`config.mk`:
```
export PLATFORM = sky130hd
export DESIGN_NAME = fpu_seq_ctrl
export DESIGN_NICKNAME = d
export VERILOG_FILES = /design/src/rtl/fpu_seq_ctrl.sv
export SDC_FILE = /design/constraint.sdc
export NUM_CORES = 1
export LEC_CHECK = 0
export ABC_AREA = 1
export CAP_MARGIN = 0
export CORE_MARGIN = 5
export CORE_UTILIZATION = 46
export CTS_CLUSTER_DIAMETER = 30
export CTS_CLUSTER_SIZE = 12
export DETAILED_ROUTE_END_ITERATION = 7
export HOLD_SLACK_MARGIN = 0.05
export PLACE_DENSITY = 0.7
export SKIP_LAST_GASP = 1
export SYNTH_ARGS = -nofsm -noshare
export SYNTH_HDL_FRONTEND = slang
export SYNTH_SLANG_ARGS = --single-unit
```
`constraint.sdc`:
```
create_clock -name clk_i -period 1.5 [get_ports clk_i]
set_input_delay 0.3 -clock clk_i [delete_from_list [all_inputs] [get_ports clk_i]]
set_output_delay 0.3 -clock clk_i [all_outputs]
set_load 0.01 [all_outputs]
```
`src/rtl/fpu_seq_ctrl.sv`:
```
// EX-stage FPU sequencer: launches multi-cycle FP ops, stalls EX until the result
// is ready, and arbitrates the shared 24x24 multiplier between FMULS and integer MUL.
module fpu_seq_ctrl #(
  parameter int         TIMEOUT     = 64,
  parameter int         CNT_W       = 7,
  parameter logic [4:0] ALU_FMULS   = 5'h18,
  parameter logic [4:0] ALU_FADDS   = 5'h19,
  parameter logic [4:0] ALU_FSUBS   = 5'h1a,
  parameter logic [4:0] ALU_FCVTSW  = 5'h1b,
  parameter logic [4:0] ALU_FCVTSWU = 5'h1c,
  parameter logic [4:0] ALU_FCVTWS  = 5'h1d,
  parameter logic [4:0] ALU_FCVTWUS = 5'h1e
) (
  input  logic       clk_i,
  input  logic       rst_i,
  input  logic       ex_valid_i,
  input  logic [4:0] ex_alu_func_i,
  input  logic       flush_i,
  input  logic       fpu_busy_i,
  input  logic       int_mul_req_i,
  output logic       fpu_new_input_o,
  output logic       mul_sel_fpu_o,
  output logic       int_mul_grant_o,
  output logic       ex_stall_o,
  output logic       fpu_done_o,
  output logic       fpu_err_o
);

  typedef enum logic [1:0] {S_IDLE, S_ARB, S_WAIT} state_e;
  typedef enum logic [1:0] {OWN_NONE, OWN_INT, OWN_FPU} owner_e;

  localparam logic [CNT_W-1:0] CNT_MAX = CNT_W'(TIMEOUT - 1);
  localparam logic [CNT_W-1:0] CNT_ONE = CNT_W'(1);

  state_e           state_q, state_d;
  owner_e           owner_q, owner_d, grant;
  logic             lastFpu_q, lastFpu_d;
  logic             fpuErr_q, fpuErr_d;
  logic [CNT_W-1:0] waitCnt_q, waitCnt_d;

  logic isMul, isMc, isSc;
  logic fpuReq, fpuDone, fpuTimeout, flushAbort, fpuRelease, ownerFree;
  logic newInput, stall, done;

  assign isMul = (ex_alu_func_i == ALU_FMULS);
  assign isMc  = isMul || (ex_alu_func_i == ALU_FADDS) || (ex_alu_func_i == ALU_FSUBS);
  assign isSc  = (ex_alu_func_i == ALU_FCVTSW)  || (ex_alu_func_i == ALU_FCVTSWU) ||
                 (ex_alu_func_i == ALU_FCVTWS)  || (ex_alu_func_i == ALU_FCVTWUS);

  assign flushAbort = flush_i && (state_q != S_IDLE);
  assign fpuDone    = (state_q == S_WAIT) && !flush_i && (waitCnt_q >= CNT_ONE) && !fpu_busy_i;
  assign fpuTimeout = (state_q == S_WAIT) && !flush_i && (waitCnt_q == CNT_MAX) && fpu_busy_i;
  assign fpuReq     = !flush_i && (((state_q == S_IDLE) && ex_valid_i && isMul) ||
                                   ((state_q == S_ARB) && (owner_q != OWN_FPU)));
  assign fpuRelease = (owner_q == OWN_FPU) && (fpuDone || fpuTimeout || flushAbort);

  // A releasing owner frees the multiplier this cycle so the waiter is granted back-to-back.
  assign ownerFree  = (owner_q == OWN_NONE) || ((owner_q == OWN_INT) && !int_mul_req_i) ||
                      fpuRelease;

  always_comb begin
    grant = OWN_NONE;
    if (int_mul_req_i && fpuReq) grant = lastFpu_q ? OWN_INT : OWN_FPU;
    else if (int_mul_req_i)      grant = OWN_INT;
    else if (fpuReq)             grant = OWN_FPU;
  end

  always_comb begin
    state_d   = state_q;
    waitCnt_d = waitCnt_q;
    owner_d   = owner_q;
    lastFpu_d = lastFpu_q;
    fpuErr_d  = fpuErr_q;
    newInput  = 1'b0;
    stall     = 1'b0;
    done      = 1'b0;

    if (ownerFree) begin
      owner_d = grant;
      if (grant != OWN_NONE) lastFpu_d = (grant == OWN_FPU);
    end

    case (state_q)
      S_IDLE: begin
        if (ex_valid_i && !flush_i) begin
          if (isSc) begin
            done = 1'b1;
          end else if (isMc) begin
            stall = 1'b1;
            // FMULS launches directly only when it takes an idle multiplier this cycle.
            if (!isMul || ((owner_q == OWN_NONE) && (grant == OWN_FPU))) begin
              newInput  = 1'b1;
              waitCnt_d = '0;
              state_d   = S_WAIT;
            end else begin
              state_d = S_ARB;
            end
          end
        end
      end
      S_ARB: begin
        if (flush_i) begin
          state_d = S_IDLE;
        end else begin
          stall = 1'b1;
          if (owner_q == OWN_FPU) begin
            newInput  = 1'b1;
            waitCnt_d = '0;
            state_d   = S_WAIT;
          end
        end
      end
      S_WAIT: begin
        if (flush_i) begin
          state_d = S_IDLE;
        end else if (fpuDone) begin
          done    = 1'b1;
          state_d = S_IDLE;
        end else if (fpuTimeout) begin
          fpuErr_d = 1'b1;
          state_d  = S_IDLE;
        end else begin
          stall     = 1'b1;
          waitCnt_d = (waitCnt_q == CNT_MAX) ? waitCnt_q : waitCnt_q + CNT_ONE;
        end
      end
      default: state_d = S_IDLE;
    endcase
  end

  always_ff @(posedge clk_i) begin
    if (rst_i) begin
      state_q   <= S_IDLE;
      waitCnt_q <= '0;
      owner_q   <= OWN_NONE;
      lastFpu_q <= 1'b0;
      fpuErr_q  <= 1'b0;
    end else begin
      state_q   <= state_d;
      waitCnt_q <= waitCnt_d;
      owner_q   <= owner_d;
      lastFpu_q <= lastFpu_d;
      fpuErr_q  <= fpuErr_d;
    end
  end

  // Outputs are forced low while reset is held so a pending decode cannot leak through.
  assign fpu_new_input_o = newInput && !rst_i;
  assign ex_stall_o      = stall && !rst_i;
  assign fpu_done_o      = done && !rst_i;
  assign mul_sel_fpu_o   = (owner_q == OWN_FPU) && !rst_i;
  assign int_mul_grant_o = (owner_q == OWN_INT) && !rst_i;
  assign fpu_err_o       = fpuErr_q && !rst_i;

endmodule

```
# After elaboration in Yosys (flattened, before gate mapping)
# Index checks and enable logic that the tools add are counted.
# W data, S select, Z words.
dict set report totals {
  output_inout_bits 6
  in_bits 11
  word_cells 126
  register_bits 13
}
dict set report classes {
  n_addsub 1
  n_eq_ne 26
  muxes 45
  magnitude_cmp 1
  n_bitwise 2
  reduce_logical 46
}
# op n
set op_table {}
lappend op_table {{$mux W7} 10}
lappend op_table {{$eq A5 B5 Y1 const B} 7}
lappend op_table {{$mux W2} 13}
lappend op_table {{$logic_and A1 B1 Y1} 21}
lappend op_table {{$pmux W7 S3} 1}
lappend op_table {{$mux W1} 17}
lappend op_table {{$ne A2 B2 Y1 const B} 8}
lappend op_table {{$logic_or A1 B1 Y1} 11}
lappend op_table {{$reduce_and A11 Y1} 1}
lappend op_table {{$add A7 B1 Y7 const B} 1}
lappend op_table {{$eq A7 B6 Y1 const B} 1}
lappend op_table {{$ge A7 B1 Y1 const B} 1}
lappend op_table {{$eq A2 B2 Y1 const B} 3}
lappend op_table {{$ne A2 B1 Y1 const B} 3}
lappend op_table {{$pmux W2 S3} 1}
lappend op_table {{$logic_not A1 Y1} 5}
lappend op_table {{$reduce_and A5 Y1} 1}
lappend op_table {{$eq A2 B1 Y1 const B} 2}
lappend op_table {{$logic_not A2 Y1} 2}
lappend op_table {{$ne A4 B4 Y1 const B} 1}
lappend op_table {{$pmux W1 S2} 2}
lappend op_table {{$reduce_and A4 Y1} 1}
lappend op_table {{$reduce_bool A2 Y1} 2}
lappend op_table {{$ne A3 B2 Y1 const B} 1}
lappend op_table {{other kinds (4)} 5}

# Longest topological paths before layout
# Gate-level depths: netlist of the first run.
dict set report logic_depth {
  ltp_word 17
  ltp_mapped 11
  mapped_depth_nobuf 11
}

# Worst setup path before layout of the first run
# OpenSTA, ideal clock, no wires.
dict set report synth_path {
  kind {register to output}
  start {reg waitCnt_q[0] (netlist name)}
  end {out fpu_new_input_o}
  arrival_ns 1.419
  n_path_buf 0
  path_slack_ns -0.219
  stages_incl_launch_ff 8
  required_ns 1.200
  path_cell_list {dfxtp_1 > ha_1 > nand3_2 > nor2_4 > nand3_2 > nand3_1 > nand3_1 > nor3_1}
}
# item line_no
set synth_rtl {}
lappend synth_rtl {{end: declaration} 21} ;# output logic fpu_new_input_o,

# Final worst setup path of the first run
dict set report layout_path {
  start {reg waitCnt_q[6]}
  end {out ex_stall_o}
}
dict set report layout_between {
  elab_chain_len 8
  word_cells_on_any_way 11
  cone_classes {order compare: 1; eq/ne: 1; mux: 4; reduce/logical: 5}
}
# item line_no
set layout_lines {}
lappend layout_lines {{start: declaration} 39} ;# logic [CNT_W-1:0] waitCnt_q, waitCnt_d;
lappend layout_lines {{start signal: assignment} 140} ;# waitCnt_q <= waitCnt_d;
lappend layout_lines {{parallel branches: the longest is 4 deep, another holds $ge A7 B1 Y1} --}
lappend layout_lines {{$mux W1 (*)} 116} ;# end else if (fpuDone) begin
lappend layout_lines {{$mux W1 (*)} 114} ;# if (flush_i) begin
lappend layout_lines {{$pmux W1 S3 (*)} 83} ;# case (state_q)
lappend layout_lines {{$logic_and A1 B1 Y1 (*)} 149} ;# assign ex_stall_o = stall && !rst_i;
lappend layout_lines {{end: declaration} 24} ;# output logic ex_stall_o,
# Every way passes the cells marked *.

==> metrics.txt, run 1 <==
status finished with violations; failing checks setup timing; Hold EP fpuErr_q; met3 global-route usage 3.71%; CP required 1200 ps; Synth area leader dfxtp_1; fin. max-slew vios 0; hpwl dp 2240 um; CP Data Arrival Time 1680 ps; Worst setup SP type flop; sequential share of the synthesized area between 20% and 30%; fillers 91; first-pass detailed-route iteration total 4; Die ar. 3150 um2; TNS Setup -4060 ps; Std-Cell Rows 16; PortBufs 16; VDD IR max roughly 1 mV; initial antenna violation count 0; Hold Vio Cnt, Final 0; vias in the first global route 1,283; Area Growth Syn to Fin 84.5%; R2R setup slack -310 ps; DRC viols 0; clock latency on the worst-skew pair 280 ps; Synth Cell Area 977 um2; f_max between 500 and 600 MHz; #FFs+latches synth 13; synthesized net count 174; asr flop ratio synth 0%; Routed wire per std cell 16.4 um; top-count cell post-synth nand2_1; Setup Skew ~3.6 ps; dpl ws -936 ps; depth of the most critical reg-to-reg path 11; Routed Antenna Nets 0; Final Setup Violations 15; CP peak stage delay about 340 ps; Worst R2R Start waitCnt_q[6]; GP Congestion 0.891; n_diodes 0; final net count roughly 240; top_reg_cell synth dfxtp_1; first-pass GRT wire length 5470 um; multi-input logic area 815 um2; DR iter-0 viols 61; Max clock buf depth 2; hold path start fpuErr_q; worst-path cell chain buf_4 > nor2_1 > nand4_1 > nand2_2 > nand3_4 > a31oi_1 > buf_2; WS Path Type reg -> out; RSZ-0062 raised after global routing yes; CTS tree done; EDFF count, synth 0; DP Cell Count 240; Static Leak 0.818 nW; Register Area 274 um2; Area contributors post-synth dfxtp_1 (27%), nand2_1 (11%), nand3_1 (11%); chip width 56.1 um; CP Capture Type output pin; final wirelength 4200 um; period utilization 132%; TritonCTS Buffers 3; Final WS setup -481 ps; layout cells sized above 1 52.4%; Mean Syn Cell Area 6.07 um2; Final Core Density between 90% and 100%; cell count after synthesis 161; Root Buffer clkbuf_4; Die Y 56.1 um; Placeable Area 2000 um2; worst-margin pin slew 299 ps; HP Class reg -> reg; post-synth top area share 26.6%; Hold Path Cell Cnt 2; clock-pin slew on the worst setup and hold paths 80 ps; GRT overflow 0; max_cap viols 0; vias after detailed routing 1,419; clock sinks 13; met2 usage 41.7%; Total Routing Usage GR 21.5%; Tmin final 1980 ps; IO Count 17; Non-Filler Instances 256; Worst R2R End waitCnt_q[1]; met1 Track Usage GR a little over a fifth; Vias/cell 5.54; Slowest-stage cell, CP dfxtp_1; largest net degree at the start of global routing 12; Initial Utilization 48.8%; Yosys warnings 0; commonest cells in the netlist nand2_1 (28), nor2_1 (23), inv_1 (21), nand3_1 (21), a21oi_1 (18); grt peak-use layer met2; H-tree depth 1; max_slew headroom 80.0%; pwr dens 963 nW/um2; library cells used by synthesis 22; Critical Path Fanout Max 3
## sequential cells by signal, summed over array words and instances (netlist names)
register   count
fpuErr_q       1
lastFpu_q      1
owner_q        2
state_q        2
waitCnt_q      7
## worst max-delay path, delay by kind of cell, from the launching register on
kind / cells / cell delay (ps)
AND/OR/NAND/NOR: 4 / 590
flip-flops: 1 / 340
AO/OA/AOI/OAI: 1 / 170
buffers and inverters: 2 / 310
## through the flow
step	hold WS, ps	total power (W)	area [um2]
after floorplan	436	0.000877	1020
after global placement	443	0.00116	1500
after detailed placement	450	0.00120	1500
after CTS	462	0.00152	1620
after global routing	517	0.00185	1800
final	478	0.00174	1800
## power breakdown
group	internal [W]	switching, W	leakage (nW)
Sequential	0.000418	0.0000813	0.109
Clock	0.000103	0.000121	0.0150
Combinational	0.000480	0.000531	0.693
## layout by cell type (no fill, tap or decap), types with 7 or more instances in the layout
cell and instances:
nand3_2 10, dfxtp_1 8, buf_4 45, a21oi_1 8
inv_1 19, nand3_1 10, nand2_1 23, a21oi_2 10
nand2_2 7, nor2_1 18
## area by class of cell
cell class,count,area share (%)
Tap cell,27,1.87
Timing Repair Buffer,67,30.6
Inverter,26,5.69
Sequential cell,13,15.2
Clock buffer,4,1.46
Multi-Input combinational cell,119,45.2
## repair_timing
action                     CTS  global route
buffers inserted             4             9
hold buffers                 0             0
cloned                       1             0
pin swaps                   16            24
setup endpoints to repair   18            17
resized for setup           46            41
## layer usage
layer	up-vias	share of wire (%)
li1	653	-
met5	-	0
met1	672	37
met4	0	6.2
met3	27	5.2
met2	67	52
## worst max path at each step
stage / start / to / slack (ps) / depth (start not counted)
after CTS: waitCnt_q[1] / ex_stall_o / -440 / 8
after global routing: waitCnt_q[6] / ex_stall_o / -540 / 7
after floorplan: waitCnt_q[1] / fpu_new_input_o / 7 / 7
after global placement: flush_i / fpu_new_input_o / -870 / 9
final: waitCnt_q[6] / ex_stall_o / -480 / 7
after detailed placement: flush_i / fpu_new_input_o / -940 / 9
## kinds of logic (layout without fill, tap and decap cells)
kind of cell             Yosys count  count (layout)  synth area share, %
adder cells (fa/ha/maj)            2               2                 2.56
AO/OA/AOI/OAI                     24              24                 12.4
buffers and inverters             29              97                 12.3
flip-flops                        13              13                 26.6
AND/OR/NAND/NOR                   93              93                 46.1
(Power assumes the default switching activity.)
==> inputs of run 2 (changes only) <==
CORE_ASPECT_RATIO = 0.75   (was default)
==> run 2 against run 1 <==
  * The flow still finishes with violations (setup timing)
  * Register-to-register slack about the same
  * Clock-buffer cell count decreased by 1
  * Critical path depth increased by 1
  * Clock power about the same
  * Sequential power decreased by 2%
  * Non-clock buffer count decreased by 7
  * Global-route usage decreased by 0.15 points
  * Via count decreased by 5.2%
  * Power decreased by 9.2%
  * Die area increased by 0.30%
  * First-iteration DRC count increased by 34%
  * Sequential cell count unchanged
  * Critical endpoint unchanged
==> metrics.txt, run 2 (same netlist as run 1, synthesis figures left out) <==
status finished with violations (unchanged); failing checks setup timing (unchanged); Slowest-stage cell, CP dfxtp_4 (was dfxtp_1); period utilization 131% (was 132%); Root Buffer clkbuf_4 (unchanged); Top Registers waitCnt_q (7), owner_q (2), state_q (2) (unchanged); DR iter-0 viols 82 (was 61); IO Count 17 (unchanged); max_slew headroom 76.4% (was 80.0%); Pwr Total 0.00158 W (was 0.00174 W); worst-margin pin slew 351 ps (was 299 ps); critical path's top delay family simple AND/OR/NAND/NOR gates (unchanged); clock-pin slew on the worst setup and hold paths 90 ps (was 80 ps); Final WS setup -468 ps (was -481 ps); hold buffers post-CTS 0 (unchanged); Worst setup SP type flop (unchanged); CP Capture Type output pin (unchanged); largest net degree at the start of global routing 15 (was 12); clock sinks 13 (unchanged); vias after detailed routing 1,345 (was 1,419); chip width 63.2 um (was 56.1 um); hpwl dp 2250 um (was 2240 um); Static Leak 0.766 nW (was 0.818 nW); Setup Skew 5.67 ps (was 3.56 ps); Routed Antenna Nets 0 (unchanged); Placeable Area 2010 um2 (was 2000 um2); Largest register FFs 7 (unchanged); TritonCTS Buffers 3 (unchanged); clock latency on the worst-skew pair 290 ps (was 280 ps); RSZ-0062 raised after global routing yes (unchanged); most frequent cells in the layout buf_4 (40), nand2_1 (23), nor2_1 (20) (was buf_4 (45), nand2_1 (23), inv_1 (19)); final wirelength 3530 um (was 4200 um); worst-path cell chain inv_2 > ha_4 > nor2_4 > nand4_1 > nand2_1 > nand3_2 > a31oi_1 > buf_2 (was buf_4 > nor2_1 > nand4_1 > nand2_2 > nand3_4 > a31oi_1 > buf_2); CTS tree done (unchanged); CP bufs+invs 2 (unchanged); Hold Vio Cnt, Final 0 (unchanged); Finished Cell Area 1650 um2 (was 1800 um2); most common cell after layout, fill and taps aside buf_4 (unchanged); f_max 508 MHz (was 505 MHz); first-pass detailed-route iteration total 5 (was 4); CP peak stage delay 380 ps (was 340 ps); Biggest register waitCnt_q (unchanged); initial antenna violation count 0 (unchanged); Critical Path Fanout Max 3 (unchanged); H-tree depth 1 (unchanged); final net count 236 (was 243); vias in the first global route 1,249 (was 1,283); Max clock buf depth 2 (unchanged); Final Setup Violations 14 (was 15); PortBufs 16 (unchanged); VDD IR max 0.786 mV (was 0.978 mV); CP Data Arrival Time 1670 ps (was 1680 ps); GRT overflow 0 (unchanged); max_cap viols 0 (unchanged); Total Routing Usage GR 21.3% (was 21.5%); Die Y 49.9 um (was 56.1 um); Routed wire per std cell 14.4 um (was 16.4 um); CP required 1200 ps (about the same); HP Class reg -> reg (unchanged); GP Congestion 0.882 (was 0.891); Std-Cell Rows 14 (was 16); Initial Utilization 48.5% (was 48.8%); Placed Area 1460 um2 (was 1500 um2); fin. max-slew vios 0 (unchanged); pwr dens 957 nW/um2 (was 963 nW/um2); first-pass GRT wire length 5390 um (was 5470 um); WS Path Type reg -> out (unchanged); Die ar. 3160 um2 (was 3150 um2); fillers 139 (was 91); Vias/cell 5.47 (was 5.54); Area Growth Syn to Fin 68.4% (was 84.5%); DRC viols 0 (unchanged); n_diodes 0 (unchanged); layout cells sized above 1 44.1% (was 52.4%); Tmin final 1970 ps (was 1980 ps)
## run 2: changes by cell type in the layout (fill, tap and decap cells not counted), sizes merged
cell	before	now
buf	55	50
dlymetal6s2s	3	0
clkbuf	5	3
dlygate4sd2	5	7
clkdlybuf4s15	1	0
clkdlybuf4s50	2	3
clkinv	0	1
## run 2: final timing paths
check                                  start      endpoint  slack [ps]  cells past startpoint
worst max-delay path            waitCnt_q[1]    ex_stall_o        -470                      8
worst min-delay path                fpuErr_q      fpuErr_q         460                      2
worst max register to register  waitCnt_q[1]  waitCnt_q[2]        -310                     12
worst min register to register      fpuErr_q      fpuErr_q         460                      2
## run 2: repair_timing
action                                 in CTS  in global routing
setup buffers                               6                  2
gates resized for setup                    55                 13
endpoints found under the hold margin       0                  0
pin swaps                                  21                 11
gates cloned                                0                  0
setup endpoints to repair                  18                 17
## run 2: tightest hold or removal path, stage by stage (launching register included)
cell     delay (ps)
dfxtp_1         310
inv_1            60
a21oi_1          60
## run 2: metal layers
| metal | routed length, um | GRT usage (%) | share of wire, % |
|---|---|---|---|
| met1 | 1490 | 23.7 | 42 |
| met2 | 1790 | 40.1 | 51 |
| met3 | 201 | 4.77 | 5.7 |
| met4 | 55 | 6.57 | 1.6 |
| met5 | 0 | 0 | 0 |
## run 2: where the power goes
group / switching [W] / total [W] / leakage [nW] / internal [W]
Combinational: 0.000452 / 0.000857 / 0.639 / 0.000405
Clock: 0.000127 / 0.000227 / 0.0177 / 0.0000992
Sequential: 0.0000719 / 0.000491 / 0.109 / 0.000419
## run 2: final cells by class
class	instances	area, um2	area share [%]
Sequential cell	13	274	16.7
Timing Repair Buffer	60	467	28.4
Inverter	26	103	6.24
Tap cell	24	30.0	1.83
Multi-Input combinational cell	119	744	45.2
Clock inverter	1	5.00	0.304
Clock buffer	3	22.5	1.37
## run 2: stage by stage
stage | hold slack (ps) | instances | setup WS, ps | util (%) | setup TNS, ps
after global routing | 487 | 246 | -540 | 81.7 | -4870
final | 465 | 246 | -468 | 81.7 | -3590
after CTS | 468 | 244 | -379 | 78.8 | -2240
after detailed placement | 455 | 234 | -930 | 72.3 | -9440
after floorplan | 436 | 161 | 6.59 | - | 0
after global placement | 443 | 234 | -872 | 72.3 | -8280
==> inputs of run 3 (changes only) <==
CORE_UTILIZATION = 47   (was 46)
PLACE_DENSITY = 0.68   (was 0.7)
clock period = 2.2 ns   (was 1.5 ns; I/O delays follow)
==> run 3 against run 2 <==
  * The flow now finishes without violations
  * Core utilization fell by 13 points
  * Clock-buffer cell count stayed put
  * Die area fell by 1.7%
  * Cell area fell by 17%
  * Combinational power decreased by 53%
  * Sequential share of layout area increased by 2.6 points
  * Global-route usage is 5.0 points lower
  * Via count down 17%
==> metrics.txt, run 3 (same netlist as run 1, synthesis figures left out) <==
R2R setup slack 510 ps (was -310 ps); DP Cell Count 218 (was 234); Non-Filler Instances 222 (was 246); Final Setup Violations 0 (was 14); Hold Path Cell Cnt 2 (unchanged); depth of the most critical reg-to-reg path 12 (unchanged); final net count 212 (was 236); DRC viols 0 (unchanged); Vias/cell 5.05 (was 5.47); Worst R2R Start waitCnt_q[1] (unchanged); IO Count 17 (unchanged); Slowest-stage cell, CP clkdlybuf4s50_1 (was dfxtp_4); Largest register FFs 7 (unchanged); final wirelength 2370 um (was 3530 um); hold path start fpuErr_q (unchanged); worst-margin pin slew 302 ps (was 351 ps); pwr dens 641 nW/um2 (was 957 nW/um2); chip width 62.7 um (was 63.2 um); max_cap viols 0 (unchanged); Routed wire per std cell 10.7 um (was 14.4 um); WS Path Type in -> out (was reg -> out); GRT overflow 0 (unchanged); vias after detailed routing 1,120 (was 1,345); layout cells sized above 1 27.3% (was 44.1%); HP Class reg -> reg (unchanged); Worst R2R End waitCnt_q[0] (was waitCnt_q[2]); routed wl met3 169 um (was 201 um); H-tree depth 1 (unchanged); Critical Path Fanout Max 3 (unchanged); clock-pin slew on the worst setup and hold paths 80 ps (was 90 ps); Worst setup SP type input pin (was flop); Fin Hold WS 458 ps (was 465 ps); WL met2 976 um (was 1790 um); CTS tree done (unchanged); fin. max-slew vios 0 (unchanged); Static Leak 0.648 nW (was 0.766 nW); most common cell after layout, fill and taps aside nand2_1 (was buf_4); Root Buffer clkbuf_4 (unchanged); Area Growth Syn to Fin 39.7% (was 68.4%); largest net degree at the start of global routing 15 (unchanged); Total Routing Usage GR 16.3% (was 21.3%); status completed (was finished with violations); Tmin final 2100 ps; routed length on met1 1190 um (was 1490 um); CP peak stage delay 470 ps (was 380 ps); GP Congestion 0.851 (was 0.882); Max Used Layer met4 (unchanged); fillers 184 (was 139); Hold EP fpuErr_q (unchanged); max_slew headroom 79.9% (was 76.4%); VDD IR max 0.469 mV (was 0.786 mV); clock sinks 13 (unchanged); first-pass detailed-route iteration total 4 (was 5); Hold Vio Cnt, Final 0 (unchanged); clock latency on the worst-skew pair 280 ps (was 290 ps); Max clock buf depth 2 (unchanged); TritonCTS Buffers 3 (unchanged); Std-Cell Rows 14 (unchanged); n_diodes 0 (unchanged); f_max 477 MHz; initial antenna violation count 0 (unchanged); Die Y 49.5 um (was 49.9 um); hpwl dp 1910 um (was 2250 um); first-pass GRT wire length 4130 um (was 5390 um); CP Capture Type output pin (unchanged); Placeable Area 2000 um2 (was 2010 um2); period utilization 95.2%; Setup Skew 3.08 ps (was 5.67 ps); Initial Utilization 48.9% (was 48.5%); CP Data Arrival Time 1660 ps (was 1670 ps); Biggest register waitCnt_q (unchanged); CP bufs+invs 3 (was 2); critical path's top delay family buffers and inverters (was simple AND/OR/NAND/NOR gates); worst-path cell chain clkdlybuf4s50_1 > nor2_1 > nand2_1 > buf_4 > a21oi_1 > dlygate4sd2_1 (was inv_2 > ha_4 > nor2_4 > nand4_1 > nand2_1 > nand3_2 > a31oi_1 > buf_2); Die ar. 3100 um2 (was 3160 um2); CP required 1760 ps (was 1200 ps); Routed Antenna Nets 0 (unchanged); vias in the first global route 969 (was 1,249); RSZ-0062 raised after global routing yes (unchanged); PortBufs 16 (unchanged); most frequent cells in the layout nand2_1 (28), inv_1 (21), nor2_1 (20), nand3_1 (20) (was buf_4 (40), nand2_1 (23), nor2_1 (20)); DR iter-0 viols 100 (was 82); Top Registers waitCnt_q (7), owner_q (2), state_q (2) (unchanged)
[run 3: cell count changes in the layout (fill, tap and decap cells not counted), sizes merged]
cell | before | now
buf | 50 | 22
clkdlybuf4s50 | 3 | 5
dlygate4sd2 | 7 | 3
dlymetal6s2s | 0 | 6
[run 3: worst max-delay path by stage]
stage | from | to | slack, ps | cells after the start
floorplan | waitCnt_q[0] | fpu_new_input_o | 340 | 7
global placement | flush_i | fpu_new_input_o | -470 | 9
detailed placement | flush_i | fpu_new_input_o | -490 | 9
CTS | ex_alu_func_i[2] | fpu_done_o | 10 | 7
global route | waitCnt_q[0] | fpu_new_input_o | -0.4 | 8
finish | fpu_busy_i | fpu_done_o | 100 | 6
[run 3: worst reg2reg max path, delay by kind of cell, from the launching register on]
kind | cells | cell delay, ps
adders and majority gates | 1 | 160
DFF | 1 | 340
and+or+nand+nor | 8 | 750
buffers and inverters | 3 | 320
[run 3: area by class of cell]
| type | count | area, um2 | share of cell area [%] |
|---|---|---|---|
| Tap cell | 24 | 30.0 | 2.20 |
| Sequential cell | 13 | 263 | 19.2 |
| Clock buffer | 3 | 22.5 | 1.65 |
| Multi-Input combinational cell | 119 | 619 | 45.4 |
| Clock inverter | 1 | 5.00 | 0.367 |
| Timing Repair Buffer | 36 | 328 | 24.0 |
| Inverter | 26 | 97.6 | 7.15 |
[run 3: power by group]
| group | internal, W | switching, W | leakage, nW |
|---|---|---|---|
| Combinational | 0.000188 | 0.000213 | 0.524 |
| Sequential | 0.000281 | 0.0000455 | 0.107 |
| Clock | 0.0000675 | 0.0000793 | 0.0177 |
[run 3: layer usage]
| metal | up-vias | track usage, % |
|---|---|---|
| met3 | 5 | 5.23 |
| met5 | - | 0 |
| met4 | 0 | 5.65 |
| met2 | 32 | 23.1 |
| li1 | 596 | - |
| met1 | 487 | 23.0 |
[run 3: repair_timing]
action                                  4_1_cts  5_1_grt
setup buffers                                 0        0
cloned                                        0        0
resized for setup                            16       11
pin swaps                                     1        8
hold buffers                                  0        0
endpoints found under the setup margin        4        3
[run 3: metrics by stage]
step | setup TNS [ps] | worst slack (ps) | instance area (um2) | utilization (%) | total power, W
floorplan | 0 | 341 | 977 | - | 0.000576
global placement | -1270 | -469 | 1310 | 65.5 | 0.000715
detailed placement | -1350 | -492 | 1310 | 65.5 | 0.000724
CTS | 0 | 13.1 | 1330 | 66.7 | 0.000876
global route | -0.413 | -0.413 | 1370 | 68.4 | 0.000965
finish | 0 | 105 | 1370 | 68.4 | 0.000875
